===== src/rtl/timer_tc.sv =====
// TC0 memory-mapped 32-bit down-counting timer with one-shot/periodic modes.
// Register reads are combinational; IRQ is the masked expiry flag.
module timer_tc (
  input  logic        clk,
  input  logic        rst,
  input  logic [31:2] Addr,
  input  logic        WE,
  input  logic [31:0] Din,
  output logic [31:0] Dout,
  output logic        IRQ
);

  localparam int unsigned DATA_W = 32;
  localparam int unsigned CTRL_W = 4;

  localparam logic [1:0] REG_CTRL   = 2'd0;
  localparam logic [1:0] REG_PRESET = 2'd1;
  localparam logic [1:0] REG_COUNT  = 2'd2;

  localparam logic [1:0] MODE_PERIODIC = 2'b01;

  typedef enum logic [1:0] {
    S_IDLE = 2'd0,
    S_LOAD = 2'd1,
    S_CNT  = 2'd2,
    S_INT  = 2'd3
  } state_t;

  state_t              r_state;
  state_t              w_state_nxt;
  logic [CTRL_W-1:0]   r_ctrl;
  logic [DATA_W-1:0]   r_preset;
  logic [DATA_W-1:0]   r_count;
  logic [DATA_W-1:0]   w_count_nxt;
  logic                r_irq_flag;

  logic                w_wr_ctrl;
  logic                w_wr_preset;
  logic                w_flag_set;
  logic                w_flag_clr_fsm;
  logic                w_en_clr;
  logic                w_periodic;
  logic                w_unused_addr;

  assign w_wr_ctrl     = WE && (Addr[3:2] == REG_CTRL);
  assign w_wr_preset   = WE && (Addr[3:2] == REG_PRESET);
  assign w_periodic    = (r_ctrl[2:1] == MODE_PERIODIC);
  assign w_unused_addr = ^Addr[31:4];

  // Next-state and count sequencing
  always_comb begin
    w_state_nxt    = r_state;
    w_count_nxt    = r_count;
    w_flag_set     = 1'b0;
    w_flag_clr_fsm = 1'b0;
    w_en_clr       = 1'b0;
    case (r_state)
      S_IDLE: begin
        if (r_ctrl[0]) w_state_nxt = S_LOAD;
      end
      S_LOAD: begin
        w_count_nxt = r_preset;
        w_state_nxt = S_CNT;
      end
      S_CNT: begin
        if (!r_ctrl[0]) begin
          w_state_nxt = S_IDLE;
        end else if (r_count > DATA_W'(1)) begin
          w_count_nxt = r_count - DATA_W'(1);
        end else begin
          // A count of 0 (PRESET = 0) expires exactly like a count of 1
          w_count_nxt = '0;
          w_flag_set  = 1'b1;
          w_state_nxt = S_INT;
        end
      end
      S_INT: begin
        if (w_periodic) w_flag_clr_fsm = 1'b1;
        else            w_en_clr       = 1'b1;
        w_state_nxt = S_IDLE;
      end
      default: w_state_nxt = S_IDLE;
    endcase
  end

  // Registers: CPU write beats the one-shot EN clear; expiry beats the write-clear of irq_flag
  always_ff @(posedge clk) begin
    if (rst) begin
      r_state    <= S_IDLE;
      r_ctrl     <= '0;
      r_preset   <= '0;
      r_count    <= '0;
      r_irq_flag <= 1'b0;
    end else begin
      r_state <= w_state_nxt;
      r_count <= w_count_nxt;
      if (w_wr_ctrl)     r_ctrl    <= Din[CTRL_W-1:0];
      else if (w_en_clr) r_ctrl[0] <= 1'b0;
      if (w_wr_preset) r_preset <= Din;
      if (w_flag_set)
        r_irq_flag <= 1'b1;
      else if (w_wr_ctrl || w_wr_preset || w_flag_clr_fsm)
        r_irq_flag <= 1'b0;
    end
  end

  always_comb begin
    Dout = '0;
    case (Addr[3:2])
      REG_CTRL:   Dout = {{(DATA_W-CTRL_W){1'b0}}, r_ctrl};
      REG_PRESET: Dout = r_preset;
      REG_COUNT:  Dout = r_count;
      default:    Dout = '0;
    endcase
  end

  assign IRQ = r_ctrl[3] & r_irq_flag;

endmodule


===== config.mk =====
export PLATFORM = sky130hd
export DESIGN_NAME = timer_tc
export DESIGN_NICKNAME = d
export VERILOG_FILES = /design/src/rtl/timer_tc.sv
export SDC_FILE = /design/constraint.sdc
export NUM_CORES = 1
export LEC_CHECK = 0
export CAP_MARGIN = 10
export CORE_ASPECT_RATIO = 1.2
export CORE_UTILIZATION = 52
export CTS_BUF_LIST = sky130_fd_sc_hd__clkbuf_4 sky130_fd_sc_hd__clkbuf_8
export CTS_CLUSTER_DIAMETER = 40
export DETAILED_ROUTE_END_ITERATION = 10
export GPL_ROUTABILITY_DRIVEN = 0
export HOLD_SLACK_MARGIN = 0.03
export PLACE_DENSITY_LB_ADDON = 0.3
export RECOVER_POWER = 100
export SLEW_MARGIN = 20
export SYNTH_ARGS = -nofsm -noshare
export SYNTH_HDL_FRONTEND = slang
export SYNTH_SLANG_ARGS = --single-unit
export TNS_END_PERCENT = 5

===== constraint.sdc =====
create_clock -name clk -period 3.19 [get_ports clk]
set_input_delay 0.4785 -clock clk [delete_from_list [all_inputs] [get_ports clk]]
set_output_delay 0.4785 -clock clk [all_outputs]
set_load 0.05 [all_outputs]

==> flow_metrics.tcl, run 1 <==
set metrics [dict create \
    grt_pass1_vias 4107 \
    tns_ns 0 \
    synthToLayoutAreaGrowth_pct 28.5 \
    postCtsSetupBuffers 0 \
    relSlewSlack_pct 28.7 \
    cts.sinks 71 \
    die_x_um 82.4 \
    met2_usage_pct 47.7 \
    reg2reg_setup_slack_ns 0.33 \
    dieArea_um2 8110 \
    routed_wl_um 12100 \
    min_period_over_period_pct 89.5 \
    clkTransAtPathRegs_ns 0.08 \
    ctsRootBufferMaster "clkbuf_8" \
    endpoint_kind "flip-flop" \
    worst_ep_arrival_time_ns 3.09 \
    htreeDepth 3 \
    dr.pass1.iters 5 \
    final.min_clock_period_ns 2.86 \
    hpwl_um 8280 \
    ys_ff_latch 71 \
    routedWlPerCell_um 17.7 \
    hold_class "reg -> reg" \
    min-delay-start "r_preset[19]" \
    synth_common_cells "88 x nand2_1, 71 x dfxtp_1, 62 x a21oi_1" \
    r2r-start "r_count[12]" \
    ys.flop_type "dfxtp_1" \
    setup_violations 0 \
    postSynth.asyncResetShare_pct 0 \
    hold_viol 0 \
    track_usage_pct 31.8 \
    gr-usage-met3_pct 5.93 \
    crit_path_max_fanout 24 \
    skew_ns 0.00867 \
    synth_most_common_cell "nand2_1" \
    post-route-util_pct 70.4 \
    ys_seq_area_share_pct 35.2 \
    avgSynthCellArea_um2 7.41 \
    overflow 0 \
    rsz0062_at_grt "false" \
    worstHoldEndpoint "r_preset[19]" \
    drv_slew 0 \
    initial_core_util_pct 54.8 \
    total_leakage_power_nw 1.91 \
    fin_nets 656 \
    via_per_inst 6.58 \
    use_met1_pct 45.0 \
    outcome "complete, no violations" \
    io_buffers 69 \
    rr_worst_depth 6 \
    synth_edf_count 0 \
    diodes 0 \
    fin_area_um2 5180 \
    ant_nets 0 \
    ir_drop_uv 329 \
    num_io_pins 98 \
    cts_tree "built" \
    yosysUniqueCellTypes 54 \
    die_y_um 98.5 \
    top_usage_layer "met2" \
    whs_path_depth 2 \
    synth_top_area_share_pct 35.2 \
    drive_gt1_share_pct 11.4 \
    timing.rr.end "r_count[14]" \
    cp-start-kind "flip-flop" \
    grt_max_degree 41 \
    core_area_um2 7360 \
    antenna_found_initial 0 \
    critPathKind "reg -> reg" \
    yosysWarnings 0 \
    ctsHoldBuffers 0 \
    num_vias 4503 \
    drc 0 \
    dpl_cell_area_um2 5060 \
    postSynthCellCount 544 \
    power_density_nw_per_um2 404 \
    syn_nets 611 \
    clkLatencyLatePin_ns 0.34 \
    fmax_mhz 350 \
    tightest_slew_ns 1.07 \
    cts_buffers 9 \
    cts_buffer_depth 2 \
    required_ns 3.42 \
    fp-row-count 34 \
    drt_iter0_markers 594 \
    cap_violations 0 \
    grt_pass1_wl_um 20100 \
    yosys.area.top_type "dfxtp_1" \
    cts_resized 0 \
    synth_area_um2 4030 \
    fillers 597 \
    synth_area_leaders "dfxtp_1 35%, nand2_1 8.2%, a21oi_1 7.7%" \
]
flip-flops by register name (all words and copies together) (netlist names):
register and count:
r_ctrl 4, r_preset 32, r_count 32, r_state 2, r_irq_flag 1
report_power, final:
part	leakage [nW]	switching (mW)	internal, mW
registers	0.575	0.0342	0.911
clock network	0.0994	0.346	0.367
logic	1.24	0.269	0.163
placed cells by master, fill, tap and decap left out, types with 5 or more instances in the layout:
cell type | Yosys | routed
nor2_1 | 33 | 33
buf_4 | 1 | 12
nand3_1 | 17 | 17
nand4_1 | 7 | 7
dfxtp_1 | 71 | 71
o21a_1 | 5 | 5
buf_12 | 0 | 29
nor3_1 | 12 | 12
nand2_1 | 88 | 88
nor4_1 | 14 | 14
a21oi_1 | 62 | 62
a22o_1 | 28 | 28
clkdlybuf4s50_1 | 0 | 34
or3_1 | 5 | 5
a31oi_1 | 6 | 6
inv_1 | 9 | 9
o211ai_1 | 7 | 7
or4_1 | 5 | 5
o21ai_0 | 49 | 49
clkbuf_8 | 0 | 9
mux2i_1 | 7 | 7
a211oi_1 | 17 | 17
worst max-delay path by stage:
stage / from / endpoint / slack [ns] / cells past startpoint
global route: r_count[12] / r_count[14] / 0.22 / 6
detailed placement: Addr[2] / Dout[20] / 0.59 / 5
CTS: Addr[2] / Dout[0] / 0.57 / 6
finish: r_count[12] / r_count[14] / 0.33 / 6
global placement: Addr[3] / Dout[20] / 0.60 / 5
floorplan: Addr[3] / Dout[2] / 0.77 / 3
layout make-up:
class                           count  area, um2  area share, %
Multi-Input combinational cell    414       2360           45.5
Inverter                            9       33.8          0.652
Sequential cell                    71       1420           27.4
Timing Repair Buffer               84       1060           20.5
Clock buffer                       10        131           2.54
Clock inverter                      6       61.3           1.18
Tap cell                           90        113           2.17
through the flow:
stage	setup slack [ns]	cells	hold WS (ns)	total power, mW
after floorplan	0.774	544	0.446	1.23
after global placement	0.604	668	0.459	1.38
after detailed placement	0.589	668	0.461	1.39
after CTS	0.572	684	0.472	2.09
after global routing	0.223	684	0.504	2.17
final	0.333	684	0.473	2.09
critical path, cell delays in order, from the launching register on:
cell and delay, ns:
dfxtp_1 0.37, nor4_1 0.75, nand4_1 0.26, or4_1 0.58, clkbuf_2 0.40, a31oi_1 0.29
o22ai_1 0.10
kinds of logic after synthesis:
| group | share of synthesized area, % |
|---|---|
| AND/OR/NAND/NOR | 24.4 |
| AO/OA/AOI/OAI | 31.9 |
| flip-flops | 35.2 |
| buffers and inverters | 6.05 |
| multiplexers | 1.74 |
| adder cells (fa/ha/maj) | 0.620 |
routing by layer:
layer,vias to the layer above,wire length (um),part of all wire [%]
met5,-,0,0
met4,0,290,2.4
met3,37,1210,10
met2,281,5530,46
met1,2078,5050,42
li1,2107,-,-
Note: power is estimated with default switching activity, not from simulation.
==> run 2: changes to the inputs <==
--- a/config.mk
+++ b/config.mk
@@ -10,6 +10,7 @@
 export CORE_UTILIZATION = 52
 export CTS_BUF_LIST = sky130_fd_sc_hd__clkbuf_4 sky130_fd_sc_hd__clkbuf_8
 export CTS_CLUSTER_DIAMETER = 40
+export CTS_CLUSTER_SIZE = 14
 export DETAILED_ROUTE_END_ITERATION = 10
 export GPL_ROUTABILITY_DRIVEN = 0
 export HOLD_SLACK_MARGIN = 0.03
==> results of run 2 <==
Same layout as run 1: the final DEF is identical, and so are final timing and power.
==> run 3: changes to the inputs <==
--- a/config.mk
+++ b/config.mk
@@ -7,6 +7,7 @@
 export LEC_CHECK = 0
 export CAP_MARGIN = 10
 export CORE_ASPECT_RATIO = 1.2
+export CORE_MARGIN = 2
 export CORE_UTILIZATION = 52
 export CTS_BUF_LIST = sky130_fd_sc_hd__clkbuf_4 sky130_fd_sc_hd__clkbuf_8
 export CTS_CLUSTER_DIAMETER = 40
==> run 3 against run 2 <==
  * The run now ends with max-capacitance violations, max-slew violations left
  * Sequential cell count stayed put
  * Critical path depth fell by 1
  * Non-clock buffer count is 1 higher
  * Sequential share of layout area increased by 1.0 points
  * Clock-buffer cell count is 1 higher
  * Die area increased by 4.5%
  * Worst hold slack better by 0.00092 ns
  * Largest cell class unchanged
  * Total power up 2.2%
  * Clock skew shrank 0.0017 ns
  * First-iteration DRC count grew 9.8%
==> flow_metrics.tcl, run 3 (synthesized netlist as in run 1, its figures left out) <==
set metrics [dict create \
    power_density_nw_per_um2 428 \
    drv_slew 33 \
    dieArea_um2 8480 \
    via_per_inst 6.67 \
    hpwl_um 8550 \
    seqCellArea_um2 1420 \
    ctsHoldBuffers 0 \
    worst_ep_arrival_time_ns 2.43 \
    reg2reg_setup_slack_ns 0.36 \
    whs_ns 0.474 \
    endpoint_kind "output pin" \
    total_power_mw 2.14 \
    violations "max-capacitance violations, max-slew violations" \
    htreeDepth 3 \
    antenna_found_initial 0 \
    num_io_pins 98 \
    rr_worst_depth 5 \
    dr.pass1.iters 5 \
    cp-endpoint "Dout[20]" \
    fillers 681 \
    routed_wl_um 12800 \
    outcome "finished with violations" \
    overflow 0 \
    diodes 0 \
    num_vias 4583 \
    reg_top3 "r_count x32, r_preset x32, r_ctrl x4" \
    ir_drop_uv 283 \
    tightest_slew_ns 1.51 \
    clkLatencyLatePin_ns 0.35 \
    drive_gt1_share_pct 11.6 \
    total_leakage_power_nw 1.88 \
    final_common_cell "nand2_1" \
    cap_violations 1 \
    min_period_over_period_pct 91.2 \
    cts_resized 0 \
    io_buffers 69 \
    crit_path_max_fanout 31 \
    skew_ns 0.00694 \
    pwr-share-comb_pct 20.2 \
    grt_pass1_vias 4253 \
    required_ns 2.71 \
    track_usage_pct 29.7 \
    worst_path_largest_cell_delay_ns 0.69 \
    setup.worst_path.start "Addr[3]" \
    cts_buffer_depth 2 \
    r2r-start "r_count[12]" \
    fin_cells 687 \
    relSlewSlack_pct -0.882 \
    power.internal_mw 1.47 \
    clkTransAtPathRegs_ns 0.07 \
    rsz0062_at_grt "false" \
    cp-start-kind "primary input" \
    ctsRootBufferMaster "clkbuf_8" \
    cts.sinks 71 \
    initial_core_util_pct 52.9 \
    die_y_um 100 \
    die_x_um 84.4 \
    critPathKind "in -> out" \
    worst-path-stages 5 \
    hold_class "reg -> reg" \
    postCtsSetupBuffers 0 \
    core_area_um2 7620 \
    crit_chain "dlygate4sd3_1 -> nor2b_1 -> buf_4 -> a22o_1 -> clkbuf_2" \
    timing.rr.end "r_count[24]" \
    p_sw_uw 663 \
    multi_input_area_um2 2360 \
    dp.cells 671 \
    fin_nets 657 \
    clkPwrFrac_pct 35.5 \
    drt_iter0_markers 652 \
    fmax_mhz 344 \
    hold_viol 0 \
    final.min_clock_period_ns 2.91 \
    routedWlPerCell_um 18.6 \
    ant_nets 0 \
    worst_path_max_delay_cell "dlygate4sd3_1" \
    synthToLayoutAreaGrowth_pct 23.9 \
    cts_tree "built" \
    fp-row-count 35 \
    grt_pass1_wl_um 20400 \
    path_buf_inv 3 \
    most-common-layout-cells "88 x nand2_1, 71 x dfxtp_1, 62 x a21oi_1, 49 x o21ai_0" \
    drc 0 \
    switching_share_pct 31.0 \
    power_frac_seq_pct 44.3 \
    tns_ns 0 \
    cts_buffers 9 \
    setup_violations 0 \
    min-delay-start "r_preset[21]" \
    cpLargestDelayFamily "buffers and inverters" \
    grt_max_degree 39 \
]
## run 3: worst min-delay path by stage
stage                     slack, ns  cells past startpoint           end
after floorplan                0.45                      2   r_preset[1]
after global placement         0.46                      2  r_preset[17]
after detailed placement       0.46                      2  r_preset[21]
after CTS                      0.47                      2  r_preset[21]
after global routing           0.50                      2  r_preset[30]
final                          0.47                      2  r_preset[21]
## run 3: power groups by stage
stage / logic (mW) / clock network, mW / registers [mW]
floorplan: 0.283 / 0 / 0.949
global placement: 0.423 / 0 / 0.962
detailed placement: 0.435 / 0 / 0.965
CTS: 0.437 / 0.760 / 0.944
global route: 0.464 / 0.789 / 0.949
finish: 0.432 / 0.758 / 0.947
## run 3: cell type report
class / count / area share, %
multi-input combinational: 414 / 47.2
tap: 92 / 2.30
clock buffer: 11 / 3.03
timing repair buffer: 85 / 17.3
sequential: 71 / 28.4
clock inverter: 5 / 1.13
inverter: 9 / 0.676
## run 3: through the flow
| step | util, % | setup slack (ns) | area, um2 |
|---|---|---|---|
| after floorplan | - | 0.774 | 4030 |
| after global placement | 66.5 | 0.569 | 5070 |
| after detailed placement | 66.5 | 0.521 | 5070 |
| after CTS | 69.2 | 0.505 | 5280 |
| after global routing | 65.6 | 0.180 | 5000 |
| final | 65.6 | 0.279 | 5000 |
## run 3: worst min-delay path, stage by stage (launching register included)
cell     delay, ns
dfxtp_1       0.32
nand2_1       0.06
a21oi_1       0.05
## run 3: layer usage
layer  vias up  share of wire [%]  GRT usage (%)
met4         0                3.6           16.0
met3        55                 11           3.77
met1      2122                 39           39.3
met5         -                  0              0
li1       2099                  -              -
met2       307                 46           47.4
==> patch (flow settings as in run 1) <==
Set the localparam `MODE_PERIODIC` to 2'b00 (it was 2'b01).
--- a/src/rtl/timer_tc.sv
+++ b/src/rtl/timer_tc.sv
@@ -18,5 +18,5 @@
   localparam logic [1:0] REG_COUNT  = 2'd2;
 
-  localparam logic [1:0] MODE_PERIODIC = 2'b01;
+  localparam logic [1:0] MODE_PERIODIC = 2'b00;
 
   typedef enum logic [1:0] {
Function: changed (a bounded check fails within 10 cycles, from zero or initial values and one cycle with rst high).
==> patch against run 1 <==
- wire length grew 2.3%
- area after synthesis shrank 0.16%
- design area shrank 6.9%
- non-clock buffer count is the same
- clock skew grew 0.0015 ns
- sequential power is essentially flat
- total power shrank 0.60%
- worst setup slack lost 0.064 ns
- sequential cell count is the same
- combinational power shrank 4.6%
- critical endpoint is now Dout[8]
- largest power group unchanged
- highest routed layer unchanged
==> patch: results (changes against run 1) <==
* Min-Delay Startpoint: r_preset[23] (was r_preset[19])
* Final instance count without filler cells at 681 (was 684)
* Post-Synth Adder-Cell Area at 0.00622 (was 0.00621)
* R2r startpoint: r_count[4] (was r_count[12])
* Placed Cells at 667 (was 668)
* Largest stage delay, worst path at 0.68 ns (was 0.75 ns)
* Vias/cell at 6.73 (was 6.58)
* Synth Area in Compound Gates at 0.319 (about the same)
* Filler cells at 647 (was 597)
* Lkg Pwr at 1.75 nW (was 1.91 nW)
* DP HPWL at 8330 um (was 8280 um)
* DR pass1 iterations at 8 (was 5)
* Multiplexer share of the synthesized area at 0.0174 (about the same)
* Sw Pwr at 0.649 mW (about the same)
* Synth top area cells: dfxtp_1, nand2_1, a21oi_1 (unchanged)
* Crit path DAT at 2.44 ns (was 3.09 ns)
* Final WL at 12400 um (was 12100 um)
* Asr flop ratio synth at 0 (unchanged)
* VDD IR max at 275 uV (was 329 uV)
* Slowest cell on crit path: dlygate4sd3_1 (was nor4_1)
* CTS resizes at 0 (unchanged)
* Slew margin rel. at 0.253 (was 0.287)
* First-pass GRT wire length at 20200 um (was 20100 um)
* GR Util All Layers at 0.327 (was 0.318)
* Nets@finish at 655 (was 656)
* FF-to-FF setup slack at 0.44 ns (was 0.33 ns)
* Post-Synthesis Net Count at 610 (was 611)
* Placement Cell Area at 5050 um2 (was 5060 um2)
* Max Fanout on Critical Path at 9 (was 24)
* Layout Skew at 0.0102 ns (was 0.00867 ns)
* Worst min-delay path endpoint: r_preset[23] (was r_preset[19])
* Largest net degree at the start of global routing at 40 (was 41)
* Status: complete, no violations (unchanged)
* Seq/Total Area, Yosys at 0.353 (was 0.352)
==> patch: cell types whose count changed after synthesis, sizes merged <==
cell / change
inv: -1
nor2: +1
nor2b: -1
==> patch: stage by stage <==
step	hold WS (ns)	setup slack [ns]
floorplan	0.446	0.774
global placement	0.458	0.607
detailed placement	0.464	0.584
CTS	0.474	0.579
global route	0.496	0.194
finish	0.474	0.270
==> patch: how the worst max path moves through the flow <==
stage               slack, ns  endpoint    start
global placement         0.61  Dout[20]  Addr[3]
detailed placement       0.58  Dout[20]  Addr[3]
floorplan                0.77   Dout[2]  Addr[3]
global route             0.19  Dout[29]  Addr[3]
CTS                      0.58  Dout[20]  Addr[3]
finish                   0.27   Dout[8]  Addr[3]
==> patch: layer usage <==
layer	track usage	wire, um	vias to the layer above
li1	-	-	2094
met1	0.441	5100	2127
met2	0.490	5620	306
met3	0.0841	1270	54
met4	0.131	376	0
met5	0	0	-
==> patch: final cells by class <==
type                    instances  area, um2  area share
repair buffers                 84        716       0.148
clock buffers                  10        138      0.0285
clock inverters                 4       47.5     0.00986
flip-flops and latches         71       1420       0.295
multi-input cells             414       2360       0.489
inverters                       8       30.0     0.00623
well taps                      90        113      0.0233
==> patch: power groups by stage <==
stage	Sequential, mW	Clock, mW	Combinational, mW
2_1_floorplan	0.949	0	0.283
5_1_grt	0.949	0.758	0.443
6_report	0.946	0.720	0.413
3_3_place_gp	0.963	0	0.417
4_1_cts	0.944	0.714	0.430
3_5_place_dp	0.964	0	0.427
==> patch: worst register-to-register path: stages (launching register included) <==
cell,delay [ns]
dfxtp_1,0.42
or4_4,0.63
or3_1,0.37
or4_1,0.43
clkbuf_2,0.40
a31oi_1,0.29
o22ai_1,0.10
